`src/rtl/writeback_port_arbiter.sv`:
```
// writeback_port_arbiter
// Merges two execute-unit result streams onto one registered writeback/commit port.
// Each input owns a one-entry holding buffer. When both inputs present a result, the one
// closest to retirement (smallest ROB age relative to next_retire_id) goes first, and
// input 0 wins a tie. The losing result stays in its buffer. The winner is registered
// onto out_* one cycle later. A flush empties both buffers and cancels the pending grant.
module writeback_port_arbiter #(
  parameter int ROB_ID_W = 6,
  parameter int PREG_W   = 6,
  parameter int DATA_W   = 32,
  parameter int CNT_W    = 16
) (
  input  logic                clk,
  input  logic                rst,
  input  logic                flush,
  input  logic [ROB_ID_W-1:0] next_retire_id,

  input  logic                in0_valid,
  output logic                in0_ready,
  input  logic [ROB_ID_W-1:0] in0_rob_id,
  input  logic                in0_wen,
  input  logic [PREG_W-1:0]   in0_preg,
  input  logic [DATA_W-1:0]   in0_data,

  input  logic                in1_valid,
  output logic                in1_ready,
  input  logic [ROB_ID_W-1:0] in1_rob_id,
  input  logic                in1_wen,
  input  logic [PREG_W-1:0]   in1_preg,
  input  logic [DATA_W-1:0]   in1_data,

  output logic                out_valid,
  output logic [ROB_ID_W-1:0] out_rob_id,
  output logic                out_wen,
  output logic [PREG_W-1:0]   out_preg,
  output logic [DATA_W-1:0]   out_data,
  output logic [CNT_W-1:0]    conflict_cnt
);

  localparam int NUM_IN = 2;

  // ---------------------------------------------------------------------------
  // Gather the two ports into indexable arrays so per-input logic can be generated.
  // ---------------------------------------------------------------------------
  logic [NUM_IN-1:0] in_valid;
  logic [ROB_ID_W-1:0] in_rob_id [NUM_IN];
  logic [NUM_IN-1:0] in_wen;
  logic [PREG_W-1:0] in_preg [NUM_IN];
  logic [DATA_W-1:0] in_data [NUM_IN];

  assign in_valid     = {in1_valid, in0_valid};
  assign in_wen       = {in1_wen, in0_wen};
  assign in_rob_id[0] = in0_rob_id;
  assign in_rob_id[1] = in1_rob_id;
  assign in_preg[0]   = in0_preg;
  assign in_preg[1]   = in1_preg;
  assign in_data[0]   = in0_data;
  assign in_data[1]   = in1_data;

  // Per-input candidate presented to the arbiter.
  logic [NUM_IN-1:0] cand_valid;
  logic [ROB_ID_W-1:0] cand_rob_id [NUM_IN];
  logic [NUM_IN-1:0] cand_wen;
  logic [PREG_W-1:0] cand_preg [NUM_IN];
  logic [DATA_W-1:0] cand_data [NUM_IN];
  logic [ROB_ID_W-1:0] cand_age [NUM_IN];

  // Arbitration result. A grant is raw here. Flush and reset gate the state updates
  // that consume it.
  logic [NUM_IN-1:0] grant;
  logic [NUM_IN-1:0] ready;
  logic              both_valid;

  // ---------------------------------------------------------------------------
  // Per-input holding buffer and candidate selection
  // ---------------------------------------------------------------------------
  for (genvar gi = 0; gi < NUM_IN; gi++) begin : g_port
    logic                buf_valid_reg;
    logic                buf_valid_next;
    logic                buf_load;
    logic [ROB_ID_W-1:0] buf_rob_id_reg;
    logic                buf_wen_reg;
    logic [PREG_W-1:0]   buf_preg_reg;
    logic [DATA_W-1:0]   buf_data_reg;

    // A buffered entry is older than anything on the live input, so it always goes first.
    assign cand_valid[gi]  = buf_valid_reg | in_valid[gi];
    assign cand_rob_id[gi] = buf_valid_reg ? buf_rob_id_reg : in_rob_id[gi];
    assign cand_wen[gi]    = buf_valid_reg ? buf_wen_reg    : in_wen[gi];
    assign cand_preg[gi]   = buf_valid_reg ? buf_preg_reg   : in_preg[gi];
    assign cand_data[gi]   = buf_valid_reg ? buf_data_reg   : in_data[gi];

    // Modular distance from the retire pointer. The subtraction wraps naturally at
    // 2^ROB_ID_W.
    assign cand_age[gi] = cand_rob_id[gi] - next_retire_id;

    // Room exists when the buffer is empty or is being drained this cycle. This does
    // not depend on in_valid.
    assign ready[gi] = !flush && !rst && (!buf_valid_reg || grant[gi]);

    // Buffer occupancy and load decision for the coming edge.
    always_comb begin
      buf_valid_next = buf_valid_reg;
      buf_load       = 1'b0;
      if (rst || flush) begin
        buf_valid_next = 1'b0;
      end else if (buf_valid_reg) begin
        // Full: drains only when granted; a live result may refill it on the same edge.
        if (grant[gi]) begin
          buf_valid_next = in_valid[gi];
          buf_load       = in_valid[gi];
        end
      end else if (in_valid[gi] && !grant[gi]) begin
        // Empty and the live result lost arbitration: park it.
        buf_valid_next = 1'b1;
        buf_load       = 1'b1;
      end
    end

    // Buffer state register; payload fields only move when a new result is parked.
    always_ff @(posedge clk) begin
      buf_valid_reg <= buf_valid_next;
      if (buf_load) begin
        buf_rob_id_reg <= in_rob_id[gi];
        buf_wen_reg    <= in_wen[gi];
        buf_preg_reg   <= in_preg[gi];
        buf_data_reg   <= in_data[gi];
      end
    end
  end

  assign in0_ready = ready[0];
  assign in1_ready = ready[1];

  // ---------------------------------------------------------------------------
  // Age-based arbitration between the two candidates
  // ---------------------------------------------------------------------------
  logic                sel_in1;
  logic [ROB_ID_W-1:0] win_rob_id;
  logic                win_wen;
  logic [PREG_W-1:0]   win_preg;
  logic [DATA_W-1:0]   win_data;

  // Pick the older candidate; input 0 keeps ties so the choice is deterministic.
  always_comb begin
    both_valid = cand_valid[0] & cand_valid[1];
    sel_in1    = 1'b0;
    if (cand_valid[1]) begin
      if (!cand_valid[0]) begin
        sel_in1 = 1'b1;
      end else if (cand_age[1] < cand_age[0]) begin
        sel_in1 = 1'b1;
      end
    end
    grant[1]   = sel_in1;
    grant[0]   = cand_valid[0] & ~sel_in1;
    win_rob_id = sel_in1 ? cand_rob_id[1] : cand_rob_id[0];
    win_wen    = sel_in1 ? cand_wen[1]    : cand_wen[0];
    win_preg   = sel_in1 ? cand_preg[1]   : cand_preg[0];
    win_data   = sel_in1 ? cand_data[1]   : cand_data[0];
  end

  // ---------------------------------------------------------------------------
  // Registered commit port
  // ---------------------------------------------------------------------------
  logic                out_valid_reg;
  logic [ROB_ID_W-1:0] out_rob_id_reg;
  logic                out_wen_reg;
  logic [PREG_W-1:0]   out_preg_reg;
  logic [DATA_W-1:0]   out_data_reg;
  logic [CNT_W-1:0]    conflict_cnt_reg;

  // Register the winner. With no grant, the payload holds and only valid and wen drop.
  always_ff @(posedge clk) begin
    if (rst) begin
      out_valid_reg  <= 1'b0;
      out_rob_id_reg <= '0;
      out_wen_reg    <= 1'b0;
      out_preg_reg   <= '0;
      out_data_reg   <= '0;
    end else if (flush) begin
      out_valid_reg <= 1'b0;
      out_wen_reg   <= 1'b0;
    end else if (|grant) begin
      out_valid_reg  <= 1'b1;
      out_rob_id_reg <= win_rob_id;
      out_wen_reg    <= win_wen;
      out_preg_reg   <= win_preg;
      out_data_reg   <= win_data;
    end else begin
      out_valid_reg <= 1'b0;
      out_wen_reg   <= 1'b0;
    end
  end

  // Count cycles in which both inputs competed. The count saturates at all-ones and
  // flush cycles are not counted.
  always_ff @(posedge clk) begin
    if (rst) begin
      conflict_cnt_reg <= '0;
    end else if (!flush && both_valid && (conflict_cnt_reg != {CNT_W{1'b1}})) begin
      conflict_cnt_reg <= conflict_cnt_reg + 1'b1;
    end
  end

  assign out_valid    = out_valid_reg;
  assign out_rob_id   = out_rob_id_reg;
  assign out_wen      = out_wen_reg;
  assign out_preg     = out_preg_reg;
  assign out_data     = out_data_reg;
  assign conflict_cnt = conflict_cnt_reg;

endmodule

```
`config.mk`:
```
export PLATFORM = sky130hd
export DESIGN_NAME = writeback_port_arbiter
export DESIGN_NICKNAME = d
export VERILOG_FILES = /design/src/rtl/writeback_port_arbiter.sv
export SDC_FILE = /design/constraint.sdc
export NUM_CORES = 1
export LEC_CHECK = 0
export ABC_AREA = 1
export BUFFER_PORTS_ARGS = -buffer_cell sky130_fd_sc_hd__buf_2
export CAP_MARGIN = 5
export CELL_PAD_IN_SITES_DETAIL_PLACEMENT = 1
export CELL_PAD_IN_SITES_GLOBAL_PLACEMENT = 2
export CORE_MARGIN = 10
export CORE_UTILIZATION = 29
export CTS_CLUSTER_SIZE = 16
export DETAILED_ROUTE_END_ITERATION = 16
export GPL_ROUTABILITY_DRIVEN = 0
export GPL_TIMING_DRIVEN = 0
export PLACE_DENSITY = 0.83
export SLEW_MARGIN = 20
export SYNTH_ARGS = -nofsm -noshare
export SYNTH_HDL_FRONTEND = slang
export SYNTH_SLANG_ARGS = --single-unit
```
`constraint.sdc`:
```
create_clock -name clk -period 6.5 [get_ports clk]
set_input_delay 1.95 -clock clk [delete_from_list [all_inputs] [get_ports clk]]
set_output_delay 1.95 -clock clk [all_outputs]
set_load 0.01 [all_outputs]
```
==> flow_summary.json, run 1 <==
{
  "grt_pass1_vias": 7554,
  "hp-class": "flop to flop",
  "p_int_mw": 1.934,
  "path_max_fanout": 2,
  "die_y_um": 183.0,
  "cts_buffer_depth": 2,
  "synth_cell_types": 31,
  "layout_common_cells": "328 x nand2_1, 184 x buf_2, 94 x nand3_1",
  "routed_wl_mm": 26.41,
  "drc": 0,
  "tns_ns": 0,
  "vias_per_cell": 4.699,
  "ys.warnings.count": 0,
  "first_iter_violations": 301,
  "layout-drive-gt1-share": 0.2655,
  "yosysTopAreaCell": "edfxtp_1",
  "setup_violations": 0,
  "core_um2": 26130,
  "cts_buffers": 17,
  "grt_pass1_wl_mm": 41.41,
  "syn_inst": 921,
  "startpoint_type": "primary input",
  "pin_count": 165,
  "critPathBufInv": 5,
  "rows": 59,
  "power.share.switching": 0.3240,
  "fin_total_pwr_mw": 2.861,
  "layout.nets": 1236,
  "crit_slowest_cell": "fa_2",
  "synth_nets": 1040,
  "critPathArrivalTime_ns": 4.44,
  "grt_overflow": 0,
  "cp_cell_sequence": "buf_2 > mux2i_2 > ha_2 > inv_2 > fa_2 > a21oi_2 > o21ai_2 > xnor2_1 > ha_1 > nand2_2 > inv_1 > a21oi_2 > nand2_2 > nand2_4 > nand2_8 > nand2_4 > nand2_4 > inv_2 > buf_6",
  "num-fill-cells": 3203,
  "clockPowerShare": 0.367,
  "first_pass_iters": 4,
  "finClkSkew_ns": 0.02570,
  "p_leak_nw": 4.499,
  "placed_cells": 1423,
  "drtAntennaViolNets": 0,
  "h-tree-depth": 4,
  "grt_max_degree": 24,
  "cts_hold_buf": 0,
  "relSlewSlack": 0.4989,
  "max_slew.worst_pin.slew_ns": 0.7499,
  "synth_area_um2": 7702,
  "critical_path_class": "primary input to output port",
  "crit_family": "adder cells",
  "fin_ws_ns": 0.1058,
  "cts_root_buf": "clkbuf_16",
  "crit_path_frequent_cell": "nand2_4",
  "slew_violations": 0,
  "cts_tree": "built",
  "io_buffers": 164,
  "syn_avg_cell_area_um2": 8.363,
  "die_w_um": 183.0,
  "drv_cap": 0,
  "pwr-share-seq": 0.394,
  "clk_latency_ns": 0.44,
  "die_area_um2": 33480,
  "power_density_nw_per_um2": 289.3,
  "antenna_found_initial": 6,
  "vias": 6894,
  "yosysSeqAreaShare": 0.5172,
  "place_ws_ns": -0.7589,
  "post-synth-top-area-fraction": 0.3509,
  "endpoint_kind": "output port",
  "final_common_cell": "nand2_1",
  "path_clk_slew_ns": 0.07,
  "grt_usage": 0.1576,
  "cp_data_required_time_ns": 4.55,
  "area_delta_synth_final_pct": 28.41,
  "start_util": 0.2947,
  "comb_power_share": 0.238,
  "wl_per_cell_um": 18.00,
  "status": "finished, final reports clean",
  "clock_sinks": 154,
  "largest_reg_flops": 64,
  "fmax_ghz": 0.1564,
  "finalCriticalPeriod_ns": 6.394,
  "max_stage_delay_ns": 0.37,
  "synth.area.top_cells": "edfxtp_1 35%, dfxtp_1 17%, nand2_1 16%",
  "p_sw_mw": 0.9271,
  "hold_violations": 0,
  "dp_hpwl_mm": 19.97,
  "ir_drop_uv": 174.9,
  "ys_seq_elements": 154,
  "layoutNonFillerInstCount": 1467,
  "layout_worst_path_cycle_share": 0.9837
}
-- cell type report --
class / instances / area [µm²] / area share
diodes: 2 / 5.005 / 0.0005060
plain buffers: 46 / 241.5 / 0.02441
clock buffers: 18 / 429.2 / 0.04339
clock inverters: 14 / 178.9 / 0.01809
inverters: 72 / 270.3 / 0.02732
multi-input cells: 648 / 3372 / 0.3409
flip-flops and latches: 154 / 3984 / 0.4028
well taps: 335 / 419.2 / 0.04238
repair buffers: 178 / 991.0 / 0.1002
-- tightest hold or removal path, stage by stage (launching register included) --
cell	delay, ns
dfxtp_1	0.31
nand3_1	0.07
nand2_1	0.05
-- stage by stage --
stage / util / instance area [µm²] / hold WS [ns]
floorplan: - / 7705 / 0.4931
global placement: 0.3423 / 8945 / 0.4619
detailed placement: 0.3456 / 9032 / 0.4681
CTS: 0.3738 / 9769 / 0.4802
global route: 0.3783 / 9886 / 0.4963
finish: 0.3785 / 9891 / 0.4771
-- layer usage --
metal  GRT usage  part of all wire  up-vias
li1            -                 -     3403
met1      0.1868              0.44     3315
met2      0.2763              0.49      142
met3     0.04387             0.051       26
met4     0.03738            0.0087        8
met5           0            0.0018        -
-- repair_timing --
| item | CTS | global route |
|---|---|---|
| setup endpoints to repair | 2 | 2 |
| cloned | 0 | 0 |
| gates resized for setup | 27 | 21 |
| buffers inserted | 5 | 6 |
| pin swaps | 5 | 17 |
-- kinds of logic after synthesis --
logic type,after synthesis,synth area share
AO/OA/AOI/OAI,88,0.06936
AND/OR/NAND/NOR,509,0.2740
adder cells (fa/ha/maj),18,0.03119
multiplexers,17,0.02209
buffers and inverters,119,0.06790
flip-flops,154,0.5172
XOR/XNOR,16,0.01819
-- synthesized netlist by cell type --
library cell / n
nor3_1: 9
o21ai_0: 15
o21ai_1: 1
nand3_1: 94
inv_1: 70
nor3_2: 1
nor2_2: 4
fa_1: 2
nand4_1: 2
buf_4: 5
inv_2: 2
buf_6: 4
a21oi_2: 9
xnor2_1: 5
or2_2: 8
a21oi_1: 39
buf_2: 22
nor2_1: 50
nand2_4: 1
and2_1: 1
nand2_1: 335
nor3_4: 1
ha_1: 16
nand2_2: 3
clkbuf_1: 13
xor2_1: 11
o21a_1: 24
edfxtp_1: 90
dfxtp_1: 64
buf_1: 3
mux2i_1: 17
-- worst paths after layout --
check / slack, ns / endpoint / depth (start not counted) / start
worst max-delay path: 0.11 / in1_ready / 19 / in0_rob_id[0]
worst max register to register: 1.83 / g_port[1].buf_data_reg[3] / 24 / g_port[1].buf_valid_reg
worst min register to register: 0.48 / out_data[26] / 2 / out_data[26]
worst min-delay path: 0.48 / out_data[26] / 2 / out_data[26]
-- power groups by stage --
stage / clock (mW) / combinational (mW) / sequential (mW)
2_1_floorplan: 0 / 0.379 / 1.16
3_3_place_gp: 0 / 0.620 / 1.15
3_5_place_dp: 0 / 0.643 / 1.15
4_1_cts: 1.08 / 0.677 / 1.13
6_report: 1.05 / 0.682 / 1.13
5_1_grt: 1.11 / 0.769 / 1.13
Power figures use the tool's default switching activity.
==> run 2, diff against run 1 <==
- ABC_AREA: 1 -> 0
- CORE_UTILIZATION: 29 -> 32
- PLACE_DENSITY: 0.83 -> 0.82
==> run 2 against run 1 <==
Net effect: the run now ends with negative setup slack left; die area down 13%; area after synthesis shrank 5.5%; sequential share of layout area rose by 2.1 points.
==> flow_summary.json, run 2 <==
{
  "status": "finished, violations left",
  "violations": "negative setup slack",
  "core_um2": 22500,
  "grt_usage": 0.1566,
  "grt_max_degree": 46,
  "r2r-start": "g_port[1].buf_valid_reg",
  "synth_ff_type": "edfxtp_1",
  "layout-drive-gt1-share": 0.3791,
  "async_flop_share": 0,
  "pwr-share-seq": 0.405,
  "layout.nets": 892,
  "largest_reg_flops": 64,
  "crit_family": "adder cells",
  "start_util": 0.3234,
  "clock_sinks": 154,
  "critical_path_class": "primary input to output port",
  "yosysSeqAreaShare": 0.5474,
  "syn_avg_cell_area_um2": 12.72,
  "h-tree-depth": 4,
  "drtAntennaViolNets": 0,
  "fin_total_pwr_mw": 2.797,
  "wl_per_cell_um": 21.70,
  "endpoint_kind": "output port",
  "clockPowerShare": 0.371,
  "dpl_cell_area_um2": 8581,
  "grt_overflow": 0,
  "die_w_um": 170.8,
  "hp-class": "flop to flop",
  "finalCriticalPeriod_ns": 6.569,
  "synth_cell_types": 49,
  "vias_per_cell": 5.173,
  "synth.area.top_cells": "edfxtp_1 37%, dfxtp_1 18%, mux2i_1 8.3%",
  "path_clk_slew_ns": 0.06,
  "vias": 5551,
  "design_area_um2": 9399,
  "path_max_fanout": 3,
  "ir_drop_uv": 168.3,
  "timing.rr.end": "g_port[0].buf_data_reg[3]",
  "hold_violations": 0,
  "drv_cap": 0,
  "crit_end": "in0_ready",
  "area_delta_synth_final_pct": 29.14,
  "synth_nets": 691,
  "layout_worst_path_cycle_share": 1.011,
  "setup_violations": 1,
  "post-synth-top-area-fraction": 0.3713,
  "synth_area_um2": 7278,
  "ys.warnings.count": 0,
  "yosys.cell_count.top_type": "edfxtp_1",
  "reg2reg_depth": 19,
  "cp_cell_sequence": "buf_6 > mux2i_4 > ha_2 > inv_2 > fa_2 > a21o_1 > a21oi_2 > xor2_1 > ha_1 > and3_4 > and3_4 > a221oi_4 > buf_8 > a21oi_4 > buf_6",
  "synth_edf_count": 90,
  "cts_tree": "built",
  "cts_buffers": 17,
  "pin_count": 165,
  "final_util": 0.4177,
  "syn_inst": 572,
  "netlist_top_cells_count": "90 x edfxtp_1, 64 x dfxtp_1, 60 x mux2i_1",
  "slew_violations": 0,
  "antenna_found_initial": 4,
  "die_y_um": 170.8,
  "die_area_um2": 29180,
  "power.share.switching": 0.3026,
  "drc": 0,
  "comb_power_share": 0.224,
  "final_common_cell": "buf_2",
  "crit_slowest_cell": "fa_2",
  "power_density_nw_per_um2": 297.6,
  "cp_data_required_time_ns": 4.55,
  "fmax_ghz": 0.1522,
  "max_slew.worst_pin.slew_ns": 1.031,
  "p_sw_mw": 0.8463,
  "first_iter_violations": 295,
  "dp_hpwl_mm": 17.18,
  "cts_buffer_depth": 2,
  "rsz0062_at_grt": "yes",
  "clk_latency_ns": 0.44,
  "critPathBufInv": 4,
  "critical_path_depth": 15,
  "critPathLaunch": "in0_rob_id[0]",
  "routed_wl_mm": 23.28,
  "ys_seq_elements": 154,
  "place_ws_ns": -0.7063,
  "critPathArrivalTime_ns": 4.62,
  "finClkSkew_ns": 0.01110,
  "p_int_mw": 1.951,
  "cts_root_buf": "clkbuf_16",
  "grt_pass1_wl_mm": 34.62,
  "rows": 55,
  "rrSetupSlack_ns": 0.82,
  "yosysTopAreaCell": "edfxtp_1",
  "startpoint_type": "primary input",
  "first_pass_iters": 4,
  "fin_ws_ns": -0.06932,
  "grt_pass1_vias": 5928,
  "relSlewSlack": 0.3127,
  "p_leak_nw": 3.515,
  "max_stage_delay_ns": 0.33,
  "layout_common_cells": "165 x buf_2, 90 x edfxtp_1, 64 x dfxtp_1",
  "io_buffers": 163
}
## run 2: power groups by stage
stage               clock network [mW]  logic (mW)  registers (mW)
floorplan                            0       0.361            1.17
global placement                     0       0.573            1.15
detailed placement                   0       0.596            1.15
CTS                               1.06       0.613            1.13
global route                      1.10       0.681            1.14
finish                            1.04       0.627            1.13
## run 2: through the flow
step,instances,setup TNS [ns],hold WS [ns]
6_report,1073,-0.06932,0.4807
5_1_grt,1072,-0.2850,0.5033
4_1_cts,1064,-0.07730,0.4881
3_5_place_dp,1023,-0.8889,0.4627
3_3_place_gp,1020,-65.42,0.4572
2_1_floorplan,572,0,0.4992
## run 2: cell type report
type                            instances  area (µm²)
Sequential cell                       154        3984
Fill cell                            2413       13100
Buffer                                 42       235.2
Clock inverter                         15       180.2
Clock buffer                           17       425.4
Inverter                                9       33.78
Multi-Input combinational cell        366        3131
Tap cell                              285       356.6
Antenna cell                            2       5.005
Timing Repair Buffer                  183        1049
## run 2: worst register-to-register path, stage by stage, from the launching register on
cell and delay [ns]:
dfxtp_1 0.31, buf_2 0.19, buf_1 0.79, mux2i_4 0.38
ha_2 0.20, inv_2 0.04, fa_2 0.34, a21o_1 0.19
a21oi_2 0.13, xnor2_1 0.15, ha_1 0.29, and3_4 0.20
and3_4 0.18, a221oi_4 0.33, buf_8 0.15, buf_4 0.09
buf_4 0.19, buf_4 0.27, xor2_1 0.17, and3_4 0.69
## run 2: worst min path at each step
stage                     slack, ns  cells after the start            end           from
after detailed placement       0.46                      1    out_data[4]    out_data[4]
after floorplan                0.50                      2  out_rob_id[1]  out_rob_id[1]
final                          0.48                      2  out_rob_id[4]  out_rob_id[4]
after CTS                      0.49                      1    out_data[4]    out_data[4]
after global placement         0.46                      1    out_data[4]    out_data[4]
after global routing           0.50                      1    out_data[4]    out_data[4]
## run 2: cell families after synthesis
| logic type | share of synthesized area |
|---|---|
| simple gates | 0.07977 |
| buf+inv | 0.03902 |
| compound gates | 0.1779 |
| flops | 0.5474 |
| xor+xnor | 0.02647 |
| mux | 0.09644 |
| fa+ha+maj | 0.03301 |
## run 2: what timing repair did
item,CTS,global route
hold endpoints to repair,0,0
pin swaps,16,18
setup buffers,10,7
resized for setup,12,10
setup endpoints to repair,2,2
hold buffers,0,0
## run 2: metal layers
| layer | vias to the layer above | global-route usage | wire [µm] |
|---|---|---|---|
| li1 | 2640 | - | - |
| met1 | 2741 | 0.1933 | 10260 |
| met2 | 136 | 0.2562 | 11280 |
| met3 | 32 | 0.04240 | 1260 |
| met4 | 2 | 0.05822 | 471 |
| met5 | - | 0 | 12 |
==> run 3, diff against run 2 <==
- REMOVE_ABC_BUFFERS: not set -> 1
- SKIP_LAST_GASP: not set -> 1
==> run 3 against run 2 <==
Net effect: the run still ends with negative setup slack left; clock skew is 0.00077 ns higher; clock power is essentially flat; sequential share of layout area fell by 0.37 points; register-to-register slack improved by 0.69 ns; global-route usage decreased by 0.92 points; hold slack improved by 0.0045 ns; core utilization is 0.45 points higher; die area unchanged; sequential power barely moved; non-clock buffer count down 26; critical path type unchanged; largest cell class unchanged.
==> flow_summary.json, run 3 (synthesis results as in run 2) <==
{
  "power_density_nw_per_um2": 296.7,
  "cts_buffers": 17,
  "multi_input_area_um2": 3147,
  "comb_power_share": 0.215,
  "clockPowerShare": 0.381,
  "grtUsageMet2": 0.2430,
  "p_leak_nw": 3.543,
  "io_buffers": 164,
  "cp_data_required_time_ns": 4.55,
  "rrSetupSlack_ns": 1.51,
  "layout.area.seq_um2": 3991,
  "die_area_um2": 29180,
  "clk_latency_ns": 0.42,
  "fmax_ghz": 0.1529,
  "start_util": 0.3234,
  "clock_sinks": 154,
  "cts_hold_buf": 0,
  "p_int_mw": 1.995,
  "startpoint_type": "primary input",
  "largest_reg_flops": 64,
  "busiest_layer": "met2",
  "finClkSkew_ns": 0.01186,
  "layout_common_cells": "161 x buf_2, 90 x edfxtp_1, 62 x dfxtp_1",
  "path_clk_slew_ns": 0.06,
  "die_w_um": 170.8,
  "dpl_cell_area_um2": 8627,
  "hold_violations": 0,
  "setup_violations": 1,
  "h-tree-depth": 4,
  "ir_drop_uv": 149.7,
  "critical_path_class": "primary input to output port",
  "hp-class": "flop to flop",
  "pin_count": 165,
  "grtUsageMet1": 0.1825,
  "place_ws_ns": -0.8395,
  "grt_pass1_vias": 5993,
  "cts_buffer_depth": 2,
  "critPathArrivalTime_ns": 4.59,
  "max_stage_delay_ns": 0.34,
  "cts_root_buf": "clkbuf_16",
  "first_pass_iters": 4,
  "grt_overflow": 0,
  "routed_wl_mm": 21.32,
  "core_um2": 22500,
  "cts_tree": "built",
  "rsz0062_at_grt": "yes",
  "endpoint_kind": "output port",
  "grt_usage": 0.1474,
  "fin_ws_ns": -0.03828,
  "p_sw_mw": 0.8237,
  "violations": "negative setup slack",
  "vias": 5342,
  "pwr-share-seq": 0.405,
  "drtAntennaViolNets": 0,
  "final_common_cell": "buf_2",
  "dp_hpwl_mm": 15.30,
  "antennaDiodeCount": 0,
  "grt_pass1_wl_mm": 33.69,
  "cp_cell_sequence": "buf_2 > mux2_4 > buf_4 > fa_2 > a21o_1 > a21oi_2 > xnor2_1 > ha_1 > and3_4 > and3_4 > a221oi_4 > buf_8 > a21oi_2 > buf_4",
  "area_delta_synth_final_pct": 30.53,
  "crit_slowest_cell": "fa_2",
  "design_area_um2": 9500,
  "drc": 0,
  "relSlewSlack": 0.5310,
  "layout-drive-gt1-share": 0.4000,
  "path_max_fanout": 3,
  "first_iter_violations": 212,
  "wl_per_cell_um": 20.41,
  "layout_worst_path_cycle_share": 1.006,
  "vias_per_cell": 5.112,
  "status": "finished, violations left",
  "finalCriticalPeriod_ns": 6.538,
  "worst_hold_slack_ns": 0.4851,
  "layout.nets": 866,
  "max_slew.worst_pin.slew_ns": 0.7020,
  "grt_max_degree": 57,
  "rows": 55,
  "die_y_um": 170.8,
  "antenna_found_initial": 2,
  "drv_cap": 0,
  "slew_violations": 0,
  "grtUsageMet3": 0.04585,
  "num-fill-cells": 2393,
  "fin_total_pwr_mw": 2.819,
  "power.share.switching": 0.2922
}
run 3: cell count changes in the layout (fill, tap and decap cells not counted), sizes merged:
cell,delta
clkbuf,-26
diode,-2
bufinv,+1
clkinv,-1
clkinvlp,+1
inv,-1
run 3: worst max-delay path: cells and delay by family:
family,cells,cell delay (ns)
AND/OR/NAND/NOR,2,0.35
adder cells (fa/ha/maj),2,0.68
XOR/XNOR,1,0.09
multiplexers,1,0.30
AO/OA/AOI/OAI,4,0.66
buffers and inverters,4,0.54
run 3: worst paths after layout:
kind | startpoint | to | cells past startpoint
setup / recovery | in1_rob_id[1] | in0_ready | 14
hold / removal | out_preg[5] | out_preg[5] | 1
setup reg to reg | g_port[1].buf_valid_reg | g_port[0].buf_data_reg[30] | 18
hold reg to reg | out_preg[5] | out_preg[5] | 1
run 3: layout make-up:
cell class / instances / share of cell area
Clock buffer: 17 / 0.04478
Clock inverter: 15 / 0.02120
Multi-Input combinational cell: 366 / 0.3312
Timing Repair Buffer: 199 / 0.1412
Inverter: 9 / 0.003951
Tap cell: 285 / 0.03753
Sequential cell: 154 / 0.4201
run 3: power groups by stage:
stage	clock [mW]	sequential [mW]	combinational [mW]
finish	1.07	1.14	0.606
global route	1.15	1.15	0.664
CTS	1.11	1.14	0.604
detailed placement	0	1.16	0.569
global placement	0	1.18	0.486
floorplan	0	1.18	0.295
run 3: metal layers:
layer	vias up	wire length (µm)	share of wire
met2	116	10230	0.48
li1	2582	-	-
met4	4	212	0.0099
met3	21	1352	0.063
met1	2619	9498	0.45
met5	-	27	0.0013
run 3: repair_timing:
| item | CTS | global route |
|---|---|---|
| setup buffers | 16 | 3 |
| endpoints found under the hold margin | 0 | 0 |
| endpoints found under the setup margin | 2 | 2 |
| pin swaps | 22 | 14 |
| resized for setup | 25 | 3 |
run 3: metrics by stage:
step | utilization | TNS [ns] | cells
finish | 0.4222 | -0.03828 | 1045
detailed placement | 0.3834 | -1.096 | 995
global route | 0.4222 | -0.2825 | 1045
CTS | 0.4204 | -0.04728 | 1042
global placement | 0.3646 | -462.33 | 978
floorplan | - | -67.60 | 529
